### config.mk
export PLATFORM = sky130hd
export DESIGN_NAME = mdio_arbiter
export DESIGN_NICKNAME = d
export VERILOG_FILES = /design/src/rtl/mdio_arbiter.sv
export SDC_FILE = /design/constraint.sdc
export NUM_CORES = 1
export LEC_CHECK = 0
export ABC_AREA = 1
export CORE_UTILIZATION = 24
export CTS_CLUSTER_DIAMETER = 60
export CTS_CLUSTER_SIZE = 8
export DETAILED_ROUTE_END_ITERATION = 8
export GPL_TIMING_DRIVEN = 0
export PLACE_DENSITY = 0.63
export SYNTH_ARGS = -nofsm -noshare
export SYNTH_HDL_FRONTEND = slang
export SYNTH_SLANG_ARGS = --single-unit
### constraint.sdc
create_clock -name mdc -period 1.5 [get_ports mdc]
set_clock_uncertainty 0.05 [all_clocks]
set_input_delay 0.3 -clock mdc [delete_from_list [all_inputs] [get_ports mdc]]
set_output_delay 0.3 -clock mdc [all_outputs]
set_load 0.01 [all_outputs]
### src/rtl/mdio_arbiter.sv
// ---------------------------------------------------------------------------
// mdio_arbiter
//
// Shares one MDIO master between two requesters. A requester raises reqN with
// a frame and is granted the master in round-robin order. The frame is
// checked, launched with a one-cycle mst_start pulse, and the transaction
// ends with a one-cycle ackN pulse (errN qualifies it) once the master reports
// mst_done or the wait times out.
//
// Handshake: reqN is a level request that the requester holds high, with
// frameN stable, until it sees ackN. ackN is a single-cycle pulse. errN is
// only meaningful while ackN is high. rdataN is valid from the ackN cycle of
// a successful read and holds until the next successful read by N. A reqN
// still high in the idle cycle after ackN counts as a new request.
//
// Ports
//   mdc          clock, rising edge
//   reset        asynchronous reset, active low
//   req0/1       transaction request per requester
//   frame0/1     MDIO frame per requester
//                (ST[31:30] OP[29:28] PHYAD[27:23] REGAD[22:18] TA[17:16] DATA[15:0])
//   gnt0/1       requester owns the master (START through RESP)
//   ack0/1       one-cycle completion pulse
//   err0/1       completion was a rejected frame or a timeout
//   rdata0/1     read data per requester
//   mst_start    one-cycle launch pulse to the master
//   mst_frame    frame presented to the master
//   mst_done     one-cycle completion pulse from the master
//   mst_rd_data  read data from the master, valid with mst_done
//   busy         high in every state except IDLE
//   state_dbg    current FSM state (0 IDLE, 1 START, 2 WAIT, 3 RESP)
// ---------------------------------------------------------------------------
module mdio_arbiter #(
    parameter int unsigned TIMEOUT = 255
) (
    input  logic        mdc,
    input  logic        reset,
    input  logic        req0,
    input  logic        req1,
    input  logic [31:0] frame0,
    input  logic [31:0] frame1,
    output logic        gnt0,
    output logic        gnt1,
    output logic        ack0,
    output logic        ack1,
    output logic        err0,
    output logic        err1,
    output logic [15:0] rdata0,
    output logic [15:0] rdata1,
    output logic        mst_start,
    output logic [31:0] mst_frame,
    input  logic        mst_done,
    input  logic [15:0] mst_rd_data,
    output logic        busy,
    output logic [1:0]  state_dbg
);

    typedef enum logic [1:0] {
        S_IDLE  = 2'd0,
        S_START = 2'd1,
        S_WAIT  = 2'd2,
        S_RESP  = 2'd3
    } state_t;

    // Counter value on the last cycle of WAIT before giving up.
    localparam logic [7:0] TIMEOUT_LAST = 8'(TIMEOUT - 1);

    state_t      state;
    state_t      state_nxt;
    logic        last;      // requester that won most recently
    logic        owner;     // requester currently being served
    logic        err_flag;  // current transaction will complete with error
    logic [7:0]  cnt;

    logic        any_req;
    logic        winner;
    logic [31:0] win_frame;
    logic        frame_ok;
    logic        timed_out;
    logic        is_read;

    // Arbitration, frame validation and next-state decode.
    always_comb begin
        any_req   = req0 | req1;
        winner    = 1'b0;
        if (req0 && req1) begin
            // Contention: whoever did not win last time goes now.
            winner = ~last;
        end else if (req1) begin
            winner = 1'b1;
        end
        win_frame = winner ? frame1 : frame0;
        frame_ok  = (win_frame[31:30] == 2'b01) &&
                    ((win_frame[29:28] == 2'b01) || (win_frame[29:28] == 2'b10));
        timed_out = (cnt == TIMEOUT_LAST);
        is_read   = (mst_frame[29:28] == 2'b10);

        state_nxt = state;
        case (state)
            S_IDLE: begin
                if (any_req) begin
                    // Bad frames skip the master and complete straight away.
                    state_nxt = frame_ok ? S_START : S_RESP;
                end
            end
            S_START: state_nxt = S_WAIT;
            S_WAIT: begin
                if (mst_done || timed_out) begin
                    state_nxt = S_RESP;
                end
            end
            S_RESP:  state_nxt = S_IDLE;
            default: state_nxt = S_IDLE;
        endcase
    end

    always_ff @(posedge mdc or negedge reset) begin
        if (!reset) begin
            state     <= S_IDLE;
            last      <= 1'b1;
            owner     <= 1'b0;
            err_flag  <= 1'b0;
            cnt       <= 8'd0;
            mst_frame <= 32'h0000_0000;
            rdata0    <= 16'h0000;
            rdata1    <= 16'h0000;
        end else begin
            state <= state_nxt;
            case (state)
                S_IDLE: begin
                    if (any_req) begin
                        owner     <= winner;
                        last      <= winner;
                        mst_frame <= win_frame;
                        err_flag  <= ~frame_ok;
                    end
                end
                S_START: begin
                    cnt <= 8'd0;
                end
                S_WAIT: begin
                    cnt <= cnt + 8'd1;
                    // mst_done takes priority over a timeout in the same cycle.
                    if (mst_done) begin
                        err_flag <= 1'b0;
                        // Written here so rdataN is already valid during ackN.
                        if (is_read) begin
                            if (owner) begin
                                rdata1 <= mst_rd_data;
                            end else begin
                                rdata0 <= mst_rd_data;
                            end
                        end
                    end else if (timed_out) begin
                        err_flag <= 1'b1;
                    end
                end
                default: ;
            endcase
        end
    end

    // Outputs decode from registered state only, so reset clears them at once.
    assign busy      = (state != S_IDLE);
    assign mst_start = (state == S_START);
    assign gnt0      = busy && !owner;
    assign gnt1      = busy && owner;
    assign ack0      = (state == S_RESP) && !owner;
    assign ack1      = (state == S_RESP) && owner;
    assign err0      = ack0 && err_flag;
    assign err1      = ack1 && err_flag;
    assign state_dbg = state;

endmodule
# Word level (Yosys, flattened, before mapping)

Cells that the tools add are included.

Flip-flop bits (word level): 77
Output and inout bits: 74
Word-level logic and storage cells: 56

Add/subtract/negate cells: 1
Eq/ne operators: 11
Multiplexer cells: 12
Bitwise logic cells: 4
Reduce and logical (&&, ||, !) cells: 20

Operators by type and width:

| operator                                            | count |
|---|---|
| 2-to-1 mux 32 bit                                   | 1 |
| case mux 8 bit (2 select lines)                     | 1 |
| adder 8 x 1 -> 8 bit, second input constant         | 1 |
| equality test 2 bit, second input constant          | 4 |
| equality test 8 bit, second input constant          | 1 |
| logical AND 1 bit                                   | 8 |
| case mux 2 bit (4 select lines)                     | 1 |
| AND reduction 4 bit                                 | 2 |
| equality test 2 x 1 -> 1 bit, second input constant | 3 |
| 2-to-1 mux 2 bit                                    | 3 |
| nonzero test 2 bit                                  | 3 |
| 2-to-1 mux 1 bit                                    | 5 |
| != test 2 bit, second input constant                | 2 |
| AND reduction 2 bit                                 | 2 |
| != test 3 bit, second input constant                | 1 |
| NOT 1 bit                                           | 3 |
| AND reduction 3 bit                                 | 1 |
| logical NOT 2 bit                                   | 1 |
| logical OR 1 bit                                    | 2 |
| case mux 1 bit (2 select lines)                     | 1 |
| logical NOT 1 bit                                   | 1 |
| OR 1 bit                                            | 1 |

# Longest topological paths before layout

Gate-level depths: netlist of the first run.

Depth after elaboration: 9
Depth in mapped cells: 10

# Least setup slack after synthesis of the first run

Ideal clock, no wire load.

Path kind: register to register
Start point: register state[0] (netlist: state_dbg[0])
End point: register cnt[5]
Arrival: 1.365 ns
Required time: 1.324 ns
Slack: -0.041 ns
Stages on the path, launching flop included: 8
Buffers on the path: 0
Period minus slack after synthesis: 1.541 ns
Path through: dfrtp_1 -> inv_1 -> ha_1 -> nand2_1 -> nor3b_2 -> nand2_1 -> xor2_1 -> nor2_1

Longest elaborated chain between the ends: 2

Ends and longest elaborated chain:

| item                                                                         | line | RTL |
|---|---|---|
| start: declaration                                                           | 68   | `state_t state;` |
| start signal: assignment                                                     | 128  | `state <= state_nxt;` |
| equality test 2 bit / equality test 2 x 1 -> 1 bit (equally long branches)   | 129  | `case (state)` |
| case mux 8 bit (2 select lines) / nonzero test 2 bit (equally long branches) | --   |  |
| end signal: assignment                                                       | 142  | `cnt <= cnt + 8'd1;` |
| end: declaration                                                             | 73   | `logic [7:0] cnt;` |

Several ways; a longest one is shown, not always the timed one.
A chain may end at the register's enable or synchronous reset.

# Worst setup path after layout of the first run

Start point: register state[0] (netlist: state_dbg[0])
End point: register rdata1[12]

Longest elaborated chain between the ends: 2

Ends and longest elaborated chain:

| item                          | line | RTL |
|---|---|---|
| equality test 2 bit           | 129  |  |
| AND reduction 4 bit (no line) | --   |  |
| end signal: assignment        | 149  | `rdata1 <= mst_rd_data;` |
| end: declaration              | 49   | `output logic [15:0] rdata1,` |

Every way passes these cells.

==> flow_metrics.py, run 1 <==
metrics = {
    "status": {
        "status": "complete, but fails checks",
        "violations": "DRC, setup timing",
    },
    "clock_network": {
        "clock_latency_ns": 0.33,
        "cts_tree": "yes",
        "path_clk_slew_ns": 0.06,
        "cts_made_buffers": 9,
        "htreeDepth": 3,
        "cts_root_buffer": "clkbuf_16",
        "cts_buffer_depth": 2,
        "cts_sinks": 77,
    },
    "placement": {
        "port_buffers": 157,
        "gp_congestion": 0.772,
        "place_area_sq_um": 5460,
        "post-dp-hpwl_microns": 7940,
    },
    "timing": {
        "slew_headroom_pct": 64.1,
        "hold_viol": 0,
        "fin_tns_setup_ns": -8.75,
        "period_needed_ns": 1.65,
        "setup_violations": 77,
        "rsz0062_at_grt": "yes",
        "fmax_ghz": 0.605,
        "finalWorstSetupSlack_ns": -0.152,
        "worstMarginPinSlew_ns": 0.538,
        "final-max-slew-violation-count": 0,
        "fin_crit_sh_pct": 110,
    },
    "synth": {
        "synth_seq_cells": 77,
        "synth-edff-count": 0,
        "synth_top_area_share_pct": 52.4,
        "synth_area_leaders": "dfrtp_1 52%, nand2_1 11%, o21ai_1 6.8%",
        "netlist_top_cells_count": "103 x nand2_1, 76 x dfrtp_1, 49 x o21ai_1",
        "ys_types": 29,
        "yosysWarningCount": 0,
        "netlist_instances": 415,
        "synth_area_leader_cell": "dfrtp_1",
        "synth_top_flop_cell": "dfrtp_1",
        "synth_area_per_cell_sq_um": 8.75,
        "async_flop_share_pct": 100,
        "syn_nets": 506,
        "yosysMostFrequentCell": "nand2_1",
        "syn_area_sq_um": 3630,
        "synth_seq_area_share_pct": 53.1,
    },
    "setup_path": {
        "critPathLaunchType": "register",
        "crit_arrival_ns": 1.82,
        "r2r_start": "state_dbg[0]$_DFFE_PN0P_",
        "crit_fanout": 10,
        "rr_endpoint": "rdata1[12]$_DFFE_PN0P_",
        "r2r_setup_slack_ns": -0.15,
        "crit_required_ns": 1.67,
        "end_kind": "register",
        "worst_r2r_path_depth": 9,
        "critPathKind": "register to register",
    },
    "routing": {
        "dr.pass1.iters": 8,
        "vias": 3620,
        "viasPerCell": 4.50,
        "routedWlPerCell_microns": 14.6,
        "drc": 18,
        "detail-route-antenna-nets": 0,
        "drtIter0Drc": 188,
        "drt_wl_total_microns": 11800,
    },
    "pwr": {
        "ir_drop_mv": 0.701,
        "p_leak_nw": 3.14,
        "powerDensity_nw_per_um2": 1900,
    },
    "floorplanning": {
        "die_x_microns": 125,
        "row_count": 44,
        "die_height_microns": 125,
        "io_pins": 159,
        "start_util_pct": 24.8,
        "die_area_sq_um": 15600,
        "core_sq_um": 14600,
    },
    "layout": {
        "num_antenna_cells": 0,
        "final_area_sq_um": 6580,
        "nFillCells": 1412,
        "layout-drive-gt1-share_pct": 31.5,
        "final_nets": 706,
        "syn2layout_area_growth_pct": 81.2,
    },
    "worst_hold_path": {
        "hold_start": "req1",
        "min-delay-path-class": "input pin to register",
        "hold_path_depth": 3,
        "hold_path_end": "mst_frame[31]$_DFFE_PN0P_",
    },
    "global_route": {
        "grt-ovfl-total": 0,
        "grt_pass1_wl_microns": 18100,
        "antenna_found_initial": 0,
        "gr-usage-all-layers_pct": 14.9,
        "grt_pass1_vias": 3560,
        "grt_start_max_net_pins": 41,
    },
    "run": {
        "cap_violations": 0,
    },
}
## power by group
group	switching (mW)	internal [mW]	leakage, nW
sequential	0.645	2.99	0.966
clock	0.856	1.84	0.183
combinational	3.04	3.12	1.99
## kinds of logic after synthesis
family                   share of synthesized area [%]
XOR/XNOR                                         0.241
buffers and inverters                             9.37
adder cells (fa/ha/maj)                           2.07
AO/OA/AOI/OAI                                     16.2
flip-flops                                        53.1
AND/OR/NAND/NOR                                   19.0
## worst max-delay path, stage by stage (launching register included)
cell and delay [ns]:
dfrtp_2 0.47, inv_4 0.10, ha_4 0.16, nand2_4 0.05, nor2_4 0.15, buf_4 0.14
nand3_4 0.10, buf_12 0.18, nand2_1 0.06, o21ai_1 0.06
## stage by stage
step	power, mW	hold WS, ns	worst slack [ns]	utilization [%]	std cells
after floorplan	5.91	-0.0456	-0.0406	-	415
after global placement	8.52	0.413	-2.66	37.1	756
after detailed placement	8.62	0.258	-0.318	37.3	757
after CTS	11.8	0.251	-0.136	42.3	796
after global routing	13.3	0.292	-0.229	44.9	804
final	12.5	0.282	-0.152	44.9	804
## registers in the layout (all words and copies together), names as in the netlist
| signal | cells |
|---|---|
| err_flag | 1 |
| rdata0 | 16 |
| rdata1 | 16 |
| cnt | 8 |
| state_dbg | 2 |
| last | 1 |
| mst_frame | 32 |
| owner | 1 |
## how the worst max path moves through the flow
stage | startpoint | cells past startpoint | end
finish | state_dbg[0]$_DFFE_PN0P_ | 9 | rdata1[12]$_DFFE_PN0P_
floorplan | state_dbg[0]$_DFFE_PN0P_ | 7 | cnt[5]$_DFFE_PN0P_
detailed placement | state_dbg[0]$_DFFE_PN0P_ | 8 | rdata0[14]$_DFFE_PN0P_
global route | state_dbg[0]$_DFFE_PN0P_ | 9 | rdata1[9]$_DFFE_PN0P_
CTS | state_dbg[0]$_DFFE_PN0P_ | 4 | gnt0
global placement | reset | 1 | mst_frame[20]$_DFFE_PN0P_
## per-layer routing
| layer | share of wire [%] | vias to the layer above | global-route usage, % |
|---|---|---|---|
| met5 | 0 | - | 0 |
| met2 | 50 | 139 | 25.3 |
| met4 | 1.7 | 0 | 4.23 |
| met1 | 40 | 1716 | 17.4 |
| met3 | 7.5 | 18 | 5.99 |
| li1 | - | 1747 | - |
## timing repair
item / CTS / global route
cloned: 6 / 3
setup endpoints to repair: 146 / 83
resized for setup: 191 / 87
pin swaps: 14 / 36
setup buffers: 16 / 5
endpoints found under the hold margin: 36 / 0
hold buffers: 1 / 0
## final cells by class
| class | instances | area (sq um) | area share (%) |
|---|---|---|---|
| Sequential cell | 77 | 1930 | 29.3 |
| Timing Repair Buffer | 188 | 1880 | 28.6 |
| Multi-Input combinational cell | 279 | 1740 | 26.5 |
| Clock buffer | 10 | 239 | 3.63 |
| Buffer | 19 | 239 | 3.63 |
| Tap cell | 184 | 230 | 3.50 |
| Inverter | 40 | 173 | 2.62 |
| Clock inverter | 6 | 134 | 2.03 |
| Timing Repair inverter | 1 | 7.51 | 0.114 |
## placed cells by master, fill, tap and decap left out, types with 4 or more instances in the layout
cell | Yosys | routed
inv_1 | 36 | 30
buf_12 | 0 | 4
clkdlybuf4s50_1 | 0 | 82
buf_8 | 0 | 9
nand2_1 | 103 | 74
a21oi_1 | 6 | 5
nand2_2 | 1 | 25
inv_2 | 4 | 5
dfrtp_1 | 76 | 74
nor2_2 | 2 | 5
nor2_1 | 40 | 35
o21ai_2 | 13 | 51
dlygate4sd2_1 | 0 | 64
buf_6 | 14 | 19
o21ai_1 | 49 | 41
buf_2 | 1 | 7
clkbuf_16 | 0 | 12
bufinv_16 | 0 | 4
buf_4 | 3 | 13
nand2_4 | 1 | 6
ha_4 | 0 | 4
inv_4 | 0 | 4
nand3_1 | 10 | 7
Note: power is estimated with default switching activity, not from simulation.
==> run 2, diff against run 1 <==
- SLEW_MARGIN: default -> 25
==> results of run 2 <==
Same layout as run 1: the final DEF is identical, and so are final timing and power.
==> run 3, diff against run 2 <==
- ABC_AREA: 1 -> 0
- GPL_TIMING_DRIVEN: 0 -> default
- SLEW_MARGIN: 25 -> 30
==> run 3 against run 2 <==
Net effect:
- power shrank 0.94%
- die area shrank 3.6%
- critical endpoint is now state_dbg[0]$_DFFE_PN0P_
- clock power shrank 7%
- the flow finishes with violations (setup timing)
==> flow_metrics.py, run 3 <==
metrics = {
    "routing": {
        "drc": 0,
        "routedWlPerCell_microns": 16.4,
        "detail-route-antenna-nets": 0,
        "dr.pass1.iters": 4,
        "drt_wl_total_microns": 11400,
        "viasPerCell": 4.45,
        "vias": 3078,
        "drtIter0Drc": 121,
    },
    "pwr": {
        "p_leak_nw": 3.02,
        "sequentialPowerShare_pct": 29.6,
        "internal_power_mw": 8.05,
        "power.total_mw": 12.4,
        "comb_power_share_pct": 50.2,
        "switching_power_mw": 4.32,
        "powerDensity_nw_per_um2": 1910,
        "pwr-share-clk_pct": 20.3,
        "ir_drop_mv": 0.644,
        "swShare_pct": 34.9,
    },
    "timing": {
        "setup_violations": 63,
        "hold_viol": 0,
        "finalWorstSetupSlack_ns": -0.165,
        "period_needed_ns": 1.67,
        "fin_crit_sh_pct": 111,
        "fmax_ghz": 0.600,
        "slew_headroom_pct": 70.1,
        "rsz0062_at_grt": "yes",
        "final-max-slew-violation-count": 0,
        "worstMarginPinSlew_ns": 0.448,
    },
    "global_route": {
        "grt-ovfl-total": 0,
        "grt_start_max_net_pins": 65,
        "grt_pass1_wl_microns": 15000,
        "gr-usage-all-layers_pct": 13.2,
        "antenna_found_initial": 1,
        "grt_pass1_vias": 3076,
    },
    "setup_path": {
        "rr_endpoint": "state_dbg[0]$_DFFE_PN0P_",
        "crit_fanout": 5,
        "worst_r2r_path_depth": 6,
        "r2r_setup_slack_ns": -0.17,
        "critPathKind": "register to register",
        "critPathLaunchType": "register",
        "crit_arrival_ns": 1.84,
        "r2r_start": "state_dbg[0]$_DFFE_PN0P_",
        "end_kind": "register",
        "crit_required_ns": 1.68,
    },
    "synth": {
        "synth_seq_area_share_pct": 55.1,
        "syn_area_sq_um": 3500,
        "yosysMostFrequentCell": "dfrtp_1",
        "synth_top_flop_cell": "dfrtp_1",
        "synth-edff-count": 0,
        "synth_seq_cells": 77,
        "netlist_top_cells_count": "76 x dfrtp_1, 39 x nand2_1, 38 x o21ai_0",
        "synth_area_per_cell_sq_um": 11.5,
        "syn_nets": 395,
        "synth_top_area_share_pct": 54.4,
        "ys_types": 36,
        "async_flop_share_pct": 100,
        "synth_area_leader_cell": "dfrtp_1",
        "netlist_instances": 304,
        "synth_area_leaders": "dfrtp_1 54%, mux2_2 10%, mux2i_1 9.7%",
        "yosysWarningCount": 0,
    },
    "clock_network": {
        "cts_buffer_depth": 2,
        "cts_sinks": 77,
        "cts_made_buffers": 9,
        "path_clk_slew_ns": 0.06,
        "htreeDepth": 3,
        "cts_root_buffer": "clkbuf_16",
        "clock_latency_ns": 0.34,
        "cts_tree": "yes",
    },
    "placement": {
        "post-dp-hpwl_microns": 6910,
        "gp_congestion": 0.763,
        "place_area_sq_um": 5540,
        "port_buffers": 158,
    },
    "floorplanning": {
        "die_x_microns": 123,
        "core_sq_um": 14000,
        "die_height_microns": 123,
        "die_area_sq_um": 15100,
        "io_pins": 159,
        "start_util_pct": 24.9,
        "row_count": 43,
    },
    "layout": {
        "seq_area_sq_um": 1930,
        "final_nets": 597,
        "final_area_sq_um": 6490,
        "layout_commonest_cell": "clkdlybuf4s50_1",
        "nFillCells": 1295,
        "largest_register_ff_count": 32,
        "layout-drive-gt1-share_pct": 35.8,
        "top_register": "mst_frame",
        "final_cell_mix": "81 x clkdlybuf4s50_1, 76 x dfrtp_1, 62 x dlygate4sd2_1",
        "utilization_pct": 46.2,
        "top_regs": "mst_frame (32), rdata0 (16), rdata1 (16)",
        "syn2layout_area_growth_pct": 85.6,
        "multiInputGateArea_sq_um": 1850,
    },
    "status": {
        "violations": "setup timing",
        "status": "complete, but fails checks",
    },
    "worst_hold_path": {
        "min-delay-path-class": "input pin to register",
        "hold_path_depth": 3,
        "hold_path_end": "last$_DFFE_PN1P_",
        "hold_start": "req0",
    },
    "run": {
        "cap_violations": 0,
    },
}
## run 3: area by class of cell
type	count	area share [%]
repair buffers	207	32.4
flip-flops and latches	77	29.7
multi-input cells	201	28.5
clock buffers	12	3.80
well taps	180	3.47
clock inverters	4	1.46
inverters	10	0.617
diodes	1	0.0386
## run 3: logic make-up (layout without fill, tap and decap cells)
| logic type | Yosys count | after routing | synth area share [%] |
|---|---|---|---|
| DFF | 77 | 77 | 55.1 |
| other | 0 | 1 | 0 |
| adders and majority gates | 6 | 6 | 2.15 |
| xor gates and xnor gates | 3 | 3 | 0.751 |
| buffers and inverters | 27 | 233 | 3.83 |
| and+or+nand+nor | 71 | 71 | 9.77 |
| AOI/OAI and AO/OA | 54 | 55 | 8.34 |
| muxes | 66 | 66 | 20.0 |
## run 3: how the worst max path moves through the flow
stage / to / slack [ns] / from / depth (start not counted)
2_1_floorplan: rdata0[10]$_DFFE_PN0P_ / -0.22 / state_dbg[0]$_DFFE_PN0P_ / 7
3_3_place_gp: state_dbg[1]$_DFFE_PN0P_ / -0.33 / req0 / 5
3_5_place_dp: state_dbg[1]$_DFFE_PN0P_ / -0.36 / req0 / 5
4_1_cts: err1 / -0.19 / state_dbg[1]$_DFFE_PN0P_ / 4
5_1_grt: rdata0[1]$_DFFE_PN0P_ / -0.21 / state_dbg[1]$_DFFE_PN0P_ / 6
6_report: state_dbg[0]$_DFFE_PN0P_ / -0.17 / state_dbg[0]$_DFFE_PN0P_ / 6
## run 3: what timing repair did
action / CTS / global route
gates resized for setup: 154 / 97
cloned: 0 / 11
buffers inserted: 5 / 5
pin swaps: 3 / 40
endpoints found under the hold margin: 27 / 0
setup endpoints to repair: 109 / 81
hold buffers: 1 / 0
## run 3: per-stage QoR
step	TNS (ns)	hold WS, ns	instances	worst slack (ns)
final	-6.28	0.340	692	-0.165
after global routing	-9.75	0.351	692	-0.212
after CTS	-5.88	0.429	677	-0.185
after detailed placement	-20.07	0.234	655	-0.357
after global placement	-18.26	0.236	655	-0.333
after floorplan	-4.42	-0.0456	304	-0.224
## run 3: metal layers
layer  vias to the layer above  share of wire (%)  global-route usage (%)  routed length [microns]
met5                         -                  0                       0                        0
met4                         0                1.8                    5.18                      206
met3                        12                7.1                    5.30                      808
met2                       115                 52                    23.0                     5920
met1                      1479                 39                    14.3                     4430
li1                       1472                  -                       -                        -
## run 3: critical path, stage by stage (launching register included)
cell	delay, ns
dfrtp_1	0.41
inv_2	0.09
ha_4	0.16
buf_6	0.10
or3b_4	0.41
and2_4	0.17
o22a_1	0.16
## run 3: power by group through the flow
stage / combinational [mW] / clock, mW / sequential [mW]
finish: 6.21 / 2.51 / 3.66
global route: 6.69 / 2.66 / 3.78
CTS: 4.98 / 2.58 / 3.52
detailed placement: 5.18 / 0 / 3.55
global placement: 5.08 / 0 / 3.52
floorplan: 1.85 / 0 / 3.89
==> RTL edit 1, RTL diff (config.mk and constraints of run 3) <==
Make the reset (`reset`) synchronous in one clocked block. Comments in the files are not updated.
--- a/src/rtl/mdio_arbiter.sv
+++ b/src/rtl/mdio_arbiter.sv
@@ -114,7 +114,7 @@
         endcase
     end
 
-    always_ff @(posedge mdc or negedge reset) begin
+    always_ff @(posedge mdc) begin
         if (!reset) begin
             state     <= S_IDLE;
             last      <= 1'b1;
Formal check against the unedited RTL: differs if reset is asserted again (counterexample within 4 cycles, from zero or initial values and one cycle with reset low); with reset held inactive, the same outputs for 10 cycles.
==> RTL edit 1 against run 3 <==
  * Clock power decreased by 16%
  * Critical path type unchanged
  * Wire length fell by 11%
  * Power decreased by 26%
  * Combinational power shrank 32%
  * Sequential cell count unchanged
  * The run still ends with negative setup slack left
  * Setup slack got worse by 34 ps
  * Hold slack improved by 100 ps
  * First-iteration DRC count increased by 6.6%
  * Synthesized area decreased by 5.0%
  * Die area decreased by 5.0%
  * Design area fell by 5.7%
  * Highest routed layer unchanged
==> RTL edit 1: results (changes against run 3) <==
\begin{tabular}{lr}
\hline
Metric & Value \\
\hline
\multicolumn{2}{l}{\textbf{Clock tree}} \\
\quad Post-CTS resize count & 142 (-7.8\%) \\
\multicolumn{2}{l}{\textbf{Detailed routing}} \\
\quad DRC violation total after the first TritonRoute iteration & 129 (+6.6\%) \\
\quad Mean number of vias per cell & 4.42 (-0.54\%) \\
\multicolumn{2}{l}{\textbf{Logic synthesis}} \\
\quad Cells taking the most area after synthesis & dfxtp\_1 46\%, mux2i\_1 19\%, nor2\_1 8.8\%, a211oi\_1 7.7\%, ha\_1 2.3\% \\
\quad Synth Area in Adders & 0.0226 (+0.00114) \\
\quad Area share of xor/xnor cells in the synthesized design & 0.0185 (+0.0109) \\
\quad Most common flop cell mapped by yosys & dfxtp\_1 \\
\quad Compound-cell area share of the yosys netlist & 0.104 (+0.0210) \\
\quad Multiplexer fraction of the synthesized cell area & 0.193 (-0.00744) \\
\quad Share of the yosys chip area belonging to registers & 0.464 (-0.0871) \\
\multicolumn{2}{l}{\textbf{Layout}} \\
\quad Number of inserted filler cells in the final layout & 1320 (+1.9\%) \\
\quad Final Cell Area & 6120 um2 (-5.7\%) \\
\quad Repair and plain buffers & 212 (+2.4\%) \\
\quad Flip-flop and latch area & 1550 um2 (-20\%) \\
\quad Share of cells above drive strength 1 & 0.246 (-0.112) \\
\quad Layout clock buffers & 9 (-3) \\
\quad Non-filler instance count after layout & 724 (+4.6\%) \\
\quad Fraction of area in multi-input gates & 0.306 (+0.0212) \\
\quad Non-clock buffer share of cell area & 0.353 (+0.0282) \\
\quad Number of multi-input combinational cells in the layout & 236 (+17\%) \\
\quad Antenna fix cells & 0 (-1) \\
\multicolumn{2}{l}{\textbf{Setup path}} \\
\quad Data arrival, critical path & 1870 ps (+30 ps) \\
\quad Top fanout value on the critical path & 8 (+3) \\
\quad Crit. Startpoint & state\_dbg[0]\$\_SDFFE\_PN0P\_ \\
\quad Path depth of the worst reg2reg path & 8 (+2) \\
\multicolumn{2}{l}{\textbf{Floorplanning}} \\
\quad Die Footprint & 14300 um2 (-5.0\%) \\
\multicolumn{2}{l}{\textbf{Placed design}} \\
\quad Count of placed standard cells including taps & 693 (+5.8\%) \\
\multicolumn{2}{l}{\textbf{Power and ir drop}} \\
\quad Part of the total power dissipated in combinational logic & 0.464 (-0.038) \\
\quad Worst-case vdd ir drop & 687 uV (+6.7\%) \\
\quad Fraction of power spent switching nets & 0.342 (-0.00705) \\
\multicolumn{2}{l}{\textbf{Worst hold path}} \\
\quad Depth of the worst hold-timing path & 2 (-1) \\
\quad Class of the worst hold path & flip-flop to flip-flop \\
\quad Hold Path End & mst\_frame[31]\$\_SDFFE\_PN0P\_ \\
\multicolumn{2}{l}{\textbf{Timing}} \\
\quad Setup-violating endpoint count in the final report & 47 (-25\%) \\
\quad Worst Slack Setup Final & -200 ps (-34.4 ps) \\
\multicolumn{2}{l}{\textbf{Run status}} \\
\quad Violations in the final reports & negative setup slack \\
\quad Status & finished with violations \\
\hline
\end{tabular}
RTL edit 1: cell types whose count changed after synthesis, sizes merged, moves of 4 or more:
cell,change
nand2,-32
mux2,-32
dfrtp,-76
mux2i,+30
o21ai,-32
inv,-4
o22ai,-5
clkbuf,+6
nor2,+72
dfxtp,+77
a211oi,+34
xor2,+5
RTL edit 1: metal layers:
layer,GRT usage,vias to the layer above,share of wire
met3,0.0490,17,0.070
met5,0,-,0
met1,0.162,1482,0.42
met2,0.253,107,0.50
li1,-,1597,-
met4,0.0453,0,0.015
RTL edit 1: per-stage QoR:
stage / setup TNS (ps) / power (W) / setup WS (ps)
after floorplan: -4150 / 0.00428 / -221
after global placement: -22930 / 0.00618 / -415
after detailed placement: -25010 / 0.00625 / -453
after CTS: -5800 / 0.00871 / -192
after global routing: -11040 / 0.00966 / -257
final: -5640 / 0.00910 / -200
RTL edit 1: tightest hold or removal path, cell delays in order, from the launching register on:
cell      delay (ps)
dfxtp_1          310
nor2_1            90
a211oi_1          50
==> RTL edit 2, RTL diff (config.mk and constraints of run 3) <==
Made on the original files. Change the parameter `TIMEOUT` from 255 to 128.
--- a/src/rtl/mdio_arbiter.sv
+++ b/src/rtl/mdio_arbiter.sv
@@ -31,7 +31,7 @@
 //   state_dbg    current FSM state (0 IDLE, 1 START, 2 WAIT, 3 RESP)
 // ---------------------------------------------------------------------------
 module mdio_arbiter #(
-    parameter int unsigned TIMEOUT = 255
+    parameter int unsigned TIMEOUT = 128
 ) (
     input  logic        mdc,
     input  logic        reset,
Check against the original RTL: same outputs for any inputs over 10 cycles, from zero or initial values and one cycle with reset low; that may be too few to reach the edited logic, so the function may still have changed.
==> RTL edit 2 against run 3 <==
  * The flow still finishes with violations (negative setup slack)
  * Wire length is 0.50% higher
  * First-iteration DRC count is 60% lower
  * Final cell count is 1.6% higher
  * Synthesized area is 0.64% lower
  * Setup slack better by 3.7 ps
  * Sequential cell count stayed put
  * Design area is 3.2% higher
  * Critical path depth is 2 lower
  * Register-to-register slack better by 70 ps
  * Power is 1.6% lower
==> RTL edit 2: results (changes against run 3) <==
\begin{tabular}{lr}
\hline
Metric & Value \\
\hline
\multicolumn{2}{l}{\textbf{Logic synthesis}} \\
\quad Most used standard cells in the synthesized netlist & 76 x dfrtp\_1, 41 x nand2\_1, 39 x o21ai\_0, 34 x mux2i\_1, 32 x mux2\_2 \\
\quad Cells taking the most area after synthesis & dfrtp\_1 55\%, mux2\_2 10\%, mux2i\_1 9.8\%, o21ai\_0 5.6\%, nand2\_1 4.4\% \\
\quad Compound-cell area share of the yosys netlist & 0.0839 (+0.000540) \\
\quad Synth unique cells & 38 (+5.6\%) \\
\quad Syn nets & 392 (-0.76\%) \\
\quad Multiplexer fraction of the synthesized cell area & 0.202 (+0.00130) \\
\quad Area share of xor/xnor cells in the synthesized design & 0.0101 (+0.00257) \\
\quad Synth Area in Adders & 0.0180 (-0.00346) \\
\quad Share of the yosys chip area belonging to registers & 0.555 (+0.00357) \\
\multicolumn{2}{l}{\textbf{Detailed routing}} \\
\quad Mean number of vias per cell & 4.45 (about the same) \\
\quad DRC violation total after the first TritonRoute iteration & 48 (-60\%) \\
\multicolumn{2}{l}{\textbf{Layout}} \\
\quad Antenna fix cells & 0 (-1) \\
\quad Share of cells above drive strength 1 & 0.344 (-0.0140) \\
\multicolumn{2}{l}{\textbf{Run status}} \\
\quad Status & finished with violations \\
\quad Violations in the final reports & negative setup slack \\
\multicolumn{2}{l}{\textbf{Setup path}} \\
\quad Beginning of the worst register-to-register path & state\_dbg[1]\$\_DFFE\_PN0P\_ \\
\quad Crit. Startpoint & state\_dbg[1]\$\_DFFE\_PN0P\_ \\
\multicolumn{2}{l}{\textbf{GRT}} \\
\quad Via count of the first global-routing pass & 3092 (+0.52\%) \\
\quad Antenna violations before repair & 0 (-1) \\
\quad First-pass GRT wire length & 15000 um (-0.18\%) \\
\multicolumn{2}{l}{\textbf{Placed design}} \\
\quad Detailed placer's ending HPWL & 6720 um (-2.8\%) \\
\quad Weighted congestion at the end of routability-driven global placement & 0.745 (-2.3\%) \\
\quad Worst slack at placement & -391 ps (-34.9 ps) \\
\multicolumn{2}{l}{\textbf{Timing}} \\
\quad Worst Slack Setup Final & -162 ps (+3.71 ps) \\
\quad Setup-violating endpoint count in the final report & 44 (-30\%) \\
\multicolumn{2}{l}{\textbf{Power and ir drop}} \\
\quad Reported leakage power & 3.13 nW (+3.8\%) \\
\hline
\end{tabular}
-- RTL edit 2: cell types whose count changed after synthesis, moves of 2 or more --
cell and delta:
clkbuf_1 +2, a21oi_1 -2, nand2_1 +2, nor4_1 +2, buf_4 -2, o22ai_1 -2
-- RTL edit 2: cell type report --
| class | instances | area [um2] | area share |
|---|---|---|---|
| sequential | 77 | 1930 | 0.288 |
| multi-input combinational | 199 | 1910 | 0.285 |
| tap | 180 | 225 | 0.0336 |
| clock buffer | 11 | 243 | 0.0362 |
| inverter | 10 | 40.0 | 0.00598 |
| timing repair buffer | 222 | 2280 | 0.340 |
| clock inverter | 4 | 72.6 | 0.0108 |
-- RTL edit 2: kinds of logic (layout without fill, tap and decap cells) --
logic type,count (synthesis),in the layout
DFF,77,77
and+or+nand+nor,70,70
muxes,66,66
AOI/OAI and AO/OA,53,54
buffers and inverters,27,247
adders and majority gates,5,5
xor gates and xnor gates,4,4
-- RTL edit 2: path summary, 6_finish.rpt --
path                       cells past startpoint                   endpoint  slack, ps
min reg2reg                                    2  mst_frame[30]$_DFFE_PN0P_        430
max in group asynchronous                      3           last$_DFFE_PN1P_        550
min in group asynchronous                      3     rdata0[11]$_DFFE_PN0P_        460
max reg2reg                                    6      rdata1[5]$_DFFE_PN0P_       -100
min                                            3           last$_DFFE_PN1P_        350
max                                            4                       err1       -160
-- RTL edit 2: metrics by stage --
| stage | utilization | std cells | area, um2 | TNS, ps |
|---|---|---|---|---|
| floorplan | - | 302 | 3550 | -1790 |
| global placement | 0.402 | 663 | 5620 | -20810 |
| detailed placement | 0.402 | 663 | 5620 | -21850 |
| CTS | 0.428 | 685 | 5990 | -4240 |
| global route | 0.479 | 703 | 6700 | -5960 |
| finish | 0.479 | 703 | 6700 | -3610 |
-- RTL edit 2: where the power goes --
group / internal [W] / switching (W)
Clock: 0.00149 / 0.000816
Combinational: 0.00357 / 0.00273
Sequential: 0.00300 / 0.000566
-- RTL edit 2: metal layers --
layer	vias up	share of wire	track usage
met5	-	0	0
met4	0	0.016	0.0511
met3	15	0.063	0.0516
li1	1486	-	-
met2	107	0.53	0.214
met1	1518	0.40	0.149
-- RTL edit 2: critical path: stages (launching register included) --
cell     delay, ps
dfrtp_2        440
buf_6          130
ha_4           160
and3_4         140
buf_6          110
-- RTL edit 2: what timing repair did --
item,CTS,global route
gates resized for setup,130,132
buffers inserted,6,7
endpoints found under the setup margin,118,84
hold buffers,1,0
pin swaps,5,18
hold endpoints to repair,76,0
cloned,0,12
